$ cat src/rtl/u409_pkg.sv
// Shared definitions for the U409 bus cycle controller: FSM encoding,
// decoded-space identifiers, per-space wait counts and the timeout default.
package u409_pkg;

  typedef enum logic [2:0] {
    ST_IDLE    = 3'd0,
    ST_LOCAL   = 3'd1,
    ST_EXTERN  = 3'd2,
    ST_ACK     = 3'd3,
    ST_TERR    = 3'd4,
    ST_RECOVER = 3'd5
  } state_t;

  // SP_NONE marks a cycle handed to the external responders.
  typedef enum logic [2:0] {
    SP_NONE = 3'd0,
    SP_AV   = 3'd1,
    SP_ROM  = 3'd2,
    SP_BREG = 3'd3,
    SP_RTC  = 3'd4,
    SP_ATA  = 3'd5
  } space_t;

  localparam logic [3:0] WAIT_AV   = 4'd1;
  localparam logic [3:0] WAIT_BREG = 4'd2;
  localparam logic [3:0] WAIT_ROM  = 4'd4;
  localparam logic [3:0] WAIT_RTC  = 4'd6;
  localparam logic [3:0] WAIT_ATA  = 4'd8;

  localparam int TIMEOUT_DEFAULT = 255;

  // Fixed priority among the local selects (all active-high here).
  function automatic space_t decode_space(input logic av, input logic rom,
                                          input logic breg, input logic rtc,
                                          input logic ata);
    if (av)        return SP_AV;
    else if (rom)  return SP_ROM;
    else if (breg) return SP_BREG;
    else if (rtc)  return SP_RTC;
    else if (ata)  return SP_ATA;
    else           return SP_NONE;
  endfunction

  function automatic logic [3:0] wait_for(input space_t sp);
    case (sp)
      SP_AV:   return WAIT_AV;
      SP_ROM:  return WAIT_ROM;
      SP_BREG: return WAIT_BREG;
      SP_RTC:  return WAIT_RTC;
      SP_ATA:  return WAIT_ATA;
      default: return 4'd0;
    endcase
  endfunction

endpackage

$ cat src/rtl/u409_wait_counter.sv
// Loadable down-counter for local device wait states. expire flags the
// cycle in which a decrement brings the count to zero.
module u409_wait_counter (
  input  logic       clk,
  input  logic       rst_n,
  input  logic       load,
  input  logic [3:0] load_val,
  input  logic       dec,
  output logic       expire
);

  logic [3:0] count;

  // Load on cycle start, count down while the local access is in progress.
  always_ff @(posedge clk or negedge rst_n) begin
    if (!rst_n) begin
      count <= 4'd0;
    end else if (load) begin
      count <= load_val;
    end else if (dec && (count != 4'd0)) begin
      count <= count - 4'd1;
    end
  end

  assign expire = dec && (count == 4'd1);

endmodule

$ cat src/rtl/u409_cycle_control.sv
// U409 68040 bus cycle controller.
// Handshake: the CPU opens a cycle with a one-cycle TSn low pulse (sampled
// only in IDLE, together with RnW and the decoded selects). The cycle is
// closed by exactly one of: TAn low for one cycle (local or autovector),
// EXT_TAn from an external responder (no TAn from here), or TEAn low for one
// cycle on timeout. Every cycle ends with one RECOVER cycle before IDLE.
module u409_cycle_control
  import u409_pkg::*;
#(
  parameter int TIMEOUT = TIMEOUT_DEFAULT
) (
  input  logic   CLK40,
  input  logic   RESETn,
  input  logic   TSn,
  input  logic   RnW,
  input  logic   ROMEN,
  input  logic   CIA_SPACE,
  input  logic   AUTOVECTOR,
  input  logic   RTC_ENn,
  input  logic   ATA_ENn,
  input  logic   BREG_ENn,
  input  logic   EXT_TAn,
  output logic   TAn,
  output logic   TEAn,
  output logic   AVECn,
  output logic   DEV_OEn,
  output logic   DEV_WEn,
  output state_t dbg_state
);

  localparam logic [8:0] TIMEOUT_VAL = 9'(TIMEOUT);

  state_t     state, state_next;
  space_t     space_q;
  logic       rnw_q;
  logic [7:0] tmo_cnt;

  logic   accept;
  logic   go_extern;
  logic   busy;
  logic   wait_done;
  logic   tmo_hit;
  space_t space_dec;

  assign space_dec = decode_space(AUTOVECTOR, ROMEN, !BREG_ENn, !RTC_ENn, !ATA_ENn);
  assign accept    = (state == ST_IDLE) && !TSn;
  assign go_extern = CIA_SPACE || (space_dec == SP_NONE);
  assign busy      = (state == ST_LOCAL) || (state == ST_EXTERN);
  assign tmo_hit   = busy && (({1'b0, tmo_cnt} + 9'd1) == TIMEOUT_VAL);

  u409_wait_counter u_wait (
    .clk      (CLK40),
    .rst_n    (RESETn),
    .load     (accept && !go_extern),
    .load_val (wait_for(space_dec)),
    .dec      (state == ST_LOCAL),
    .expire   (wait_done)
  );

  // Latch the decoded space and direction on the TSn edge.
  always_ff @(posedge CLK40 or negedge RESETn) begin
    if (!RESETn) begin
      space_q <= SP_NONE;
      rnw_q   <= 1'b0;
    end else if (accept) begin
      space_q <= go_extern ? SP_NONE : space_dec;
      rnw_q   <= RnW;
    end
  end

  // Bus timeout counter, restarted at every accepted cycle.
  always_ff @(posedge CLK40 or negedge RESETn) begin
    if (!RESETn) begin
      tmo_cnt <= 8'd0;
    end else if (accept) begin
      tmo_cnt <= 8'd0;
    end else if (busy) begin
      tmo_cnt <= tmo_cnt + 8'd1;
    end
  end

  // State register.
  always_ff @(posedge CLK40 or negedge RESETn) begin
    if (!RESETn) state <= ST_IDLE;
    else         state <= state_next;
  end

  // Next-state logic; a normal acknowledge beats a coincident timeout.
  always_comb begin
    state_next = state;
    case (state)
      ST_IDLE: begin
        if (accept) state_next = go_extern ? ST_EXTERN : ST_LOCAL;
      end
      ST_LOCAL: begin
        if (wait_done)    state_next = ST_ACK;
        else if (tmo_hit) state_next = ST_TERR;
      end
      ST_EXTERN: begin
        if (!EXT_TAn)     state_next = ST_RECOVER;
        else if (tmo_hit) state_next = ST_TERR;
      end
      ST_ACK:     state_next = ST_RECOVER;
      ST_TERR:    state_next = ST_RECOVER;
      ST_RECOVER: state_next = ST_IDLE;
      default:    state_next = ST_IDLE;
    endcase
  end

  // Outputs decoded from state and latched cycle attributes.
  always_comb begin
    TAn     = 1'b1;
    TEAn    = 1'b1;
    AVECn   = 1'b1;
    DEV_OEn = 1'b1;
    DEV_WEn = 1'b1;
    case (state)
      ST_LOCAL: begin
        if ((space_q != SP_AV) && (space_q != SP_NONE)) begin
          DEV_OEn = !rnw_q;
          DEV_WEn = rnw_q;
        end
      end
      ST_ACK: begin
        TAn   = 1'b0;
        AVECn = (space_q != SP_AV);
      end
      ST_TERR: TEAn = 1'b0;
      default: ;
    endcase
  end

  assign dbg_state = state;

endmodule
$ cat config.mk
export PLATFORM = sky130hd
export DESIGN_NAME = u409_cycle_control
export DESIGN_NICKNAME = d
export VERILOG_FILES = /design/src/rtl/u409_pkg.sv /design/src/rtl/u409_wait_counter.sv /design/src/rtl/u409_cycle_control.sv
export SDC_FILE = /design/constraint.sdc
export NUM_CORES = 1
export LEC_CHECK = 0
export ABC_AREA = 1
export BUFFER_PORTS_ARGS = -buffer_cell sky130_fd_sc_hd__buf_2
export CAP_MARGIN = 20
export CORE_ASPECT_RATIO = 0.7
export CORE_UTILIZATION = 49
export CTS_CLUSTER_DIAMETER = 30
export DETAILED_ROUTE_END_ITERATION = 8
export PLACE_DENSITY = 0.7
export SLEW_MARGIN = 40
export SYNTH_ARGS = -nofsm -noshare
export SYNTH_HDL_FRONTEND = slang
export SYNTH_SLANG_ARGS = --single-unit
$ cat constraint.sdc
create_clock -name CLK40 -period 1.9 [get_ports CLK40]
set_input_delay 0.19 -clock CLK40 [delete_from_list [all_inputs] [get_ports CLK40]]
set_output_delay 0.19 -clock CLK40 [all_outputs]
set_load 0.01 [all_outputs]
==> out/metrics.csv <==
stage,metric,value,unit
sta,setup_violations,0,
clock_network,cts_root_buf,clkbuf_8,
synth,yosysTopAreaCell,dfrtp_1,
worst_setup_path,required,1.71,ns
status,status,"complete, no violations",
floorplan,start_util,52.5,%
sta,timing.hold.ws,0.132,ns
routing,drcViolationCount,0,
floorplan,die_w,63.8,microns
worst_setup_path,cp_data_arrival_time,1.43,ns
routing,vias_per_cell,5.18,
synth,synth-seq-cells,19,
grt,grt_overflow,0,
worst_setup_path,r2r-start,tmo_cnt[0]$_DFFE_PN0P_,
sta,rsz0062_at_grt,false,
floorplan,die_area,2890,sq um
place,io_buffers,18,
sta,finalSetupTns,0,ns
routing,dr.pass1.iters,6,
floorplan,fp.dieH,45.3,microns
hold_path,hp-start,RnW,
synth,synth_fp_nets,192,
worst_setup_path,crit_type,reg2out,
sta,hold_violations,0,
routing,vias,1211,
power,vdd_drop_max,0.629,mV
routing,first_iter_violations,91,
floorplan,core_area,2500,sq um
floorplan,rows,15,
run,maxCapViolations,0,
routing,drtAntennaViolNets,0,
sta,max_clock_freq,0.616,GHz
clock_network,clk_path_buf_depth,2,
sta,worst_pin_slew,0.449,ns
place,place_hpwl,2210,microns
synth,syn-cell-area,1310,sq um
cells_and_area,areaGrowthSynthToFinish,14.4,%
synth,synth_common_cells,"50 x nand2_1, 25 x inv_1, 19 x dfrtp_1, 15 x nand3_1, 10 x nor2_1",
synth,synth_edf_count,0,
synth,ys_types,30,
clock_network,ctsHtreeMaxLevel,1,
synth,yosys_warnings,0,
place,placed_cells,229,
worst_setup_path,cp_max_fo,4,
synth,syn_area_per_cell,7.40,sq um
sta,period_share,85.5,%
routing,routed_wl,2810,microns
clock_network,ctsResizeCount,0,
synth,yosys-top-cells-area,"dfrtp_1 36%, nand2_1 14%, inv_1 7.2%, nand3_1 5.7%, ha_1 3.8%",
hold_path,hold_path_class,in2reg,
power,leakage,0.751,nW
cells_and_area,num_antenna_cells,0,
synth,async_reset_ff_share,100,%
synth,ys_seq_area_share,36.3,%
sta,finClkSkew,0.00771,ns
grt,grt_pass1_vias,1039,
cells_and_area,drive_gt1_share,22.5,%
power,cellPowerDensity,1460,nW/um^2
worst_setup_path,cp-startpoint,dbg_state[0]$_DFFE_PN0P_,
worst_setup_path,start_kind,flop,
clock_network,clock_latency,0.26,ns
routing,wire_per_inst,12.0,microns
worst_setup_path,critPathCaptureType,primary output,
floorplan,ios,19,
synth,synth_most_common_cell,nand2_1,
place,place_congestion,0.919,
grt,antenna_found_initial,0,
synth,synthCells,177,
clock_network,cts_sinks,19,
sta,fin_crit,1.62,ns
grt,grt_use_total,21.4,%
clock_network,cts_tree,yes,
synth,ys.flop_type,dfrtp_1,
sta,drv_slew,0,
clock_network,numCtsBuffers,3,
synth,netlist.area_leader.share,36.3,%
clock_network,clk_pin_slew,0.08,ns
grt,grt_pass1_wl,4590,microns
sta,relSlewSlack,70.0,%
grt,grt_max_degree,20,
cells_and_area,num-nets-final,216,
clock_network,postCtsHoldBufs,1,
cells_and_area,fin_cells,234,
clock_network,post_cts_buffers,0,
## metal layers
| layer | global-route usage [%] | vias to the layer above | routed length [microns] |
|---|---|---|---|
| met5 | 0 | - | 0 |
| met3 | 5.56 | 2 | 124 |
| met4 | 7.73 | 0 | 22 |
| met2 | 32.6 | 40 | 1240 |
| li1 | - | 613 | - |
| met1 | 29.6 | 556 | 1420 |
## worst paths after layout
check	depth (start not counted)	end	slack, ns
worst max-delay path	4	AVECn	0.28
worst min-delay path	3	rnw_q$_DFFE_PN0P_	0.13
worst max register to register	10	dbg_state[2]$_DFFE_PN0P_	0.36
worst min register to register	2	space_q[2]$_DFFE_PN0P_	0.49
max in group asynchronous	2	rnw_q$_DFFE_PN0P_	1.18
min in group asynchronous	2	u_wait.count[2]$_DFFE_PN0P_	0.40
## cells in the final DEF (no fill, tap or decap)
master	synthesis	final
nand3_2	3	3
nor2_1	10	10
nand4_1	3	3
a31oi_1	1	1
nand3_1	15	15
dfrtp_1	19	19
inv_1	25	25
a31oi_2	1	1
o21bai_1	1	1
nor2_2	3	3
clkbuf_8	0	3
buf_2	0	18
clkinv_1	1	1
clkinv_4	1	1
inv_2	3	3
o21ai_2	1	1
xor2_1	1	1
a21oi_1	3	3
clkinv_2	0	1
nor2_4	3	3
nor3_1	2	2
o211ai_1	1	1
a21o_1	1	1
o22ai_1	3	3
xnor2_1	1	1
nand2_8	1	1
o21ai_0	8	8
dlygate4sd3_1	0	1
nand2_2	1	1
nand2_1	50	50
o21ai_1	5	5
ha_1	4	4
a21oi_2	2	2
nand2_4	4	4
## where the power goes
part | total [mW] | internal, mW | switching, mW
combinational | 1.12 | 0.416 | 0.709
clock | 0.288 | 0.146 | 0.142
sequential | 0.773 | 0.585 | 0.188
## worst max-delay path: stages, from the launching register on
cell	delay (ns)
dfrtp_1	0.45
inv_1	0.09
nor3_1	0.34
nand3_1	0.12
buf_2	0.16
## through the flow
stage	setup WS, ns	area, sq um	util [%]	total power [mW]
2_1_floorplan	0.511	1310	-	1.62
3_3_place_gp	0.450	1440	57.8	1.86
3_5_place_dp	0.379	1440	57.8	1.89
4_1_cts	0.265	1500	60.1	2.19
5_1_grt	0.171	1500	60.1	2.39
6_report	0.275	1500	60.1	2.19
## sequential cells by signal, indices dropped and copies added (netlist names)
signal / count
tmo_cnt: 8
dbg_state: 3
u_wait.count: 4
space_q: 3
rnw_q: 1
## logic make-up after synthesis
logic type / synth area share (%)
adders and majority gates: 3.82
buffers and inverters: 8.98
DFF: 36.3
xor gates and xnor gates: 1.34
and+or+nand+nor: 36.9
AOI/OAI and AO/OA: 12.7
## final cells by class
class / count / area [sq um]
clock inverters: 1 / 5.00
well taps: 34 / 42.5
repair buffers: 19 / 100
clock buffers: 3 / 41.3
inverters: 30 / 118
flip-flops and latches: 19 / 475
multi-input cells: 128 / 717
fillers: 235 / 997
(Power assumes the default switching activity.)
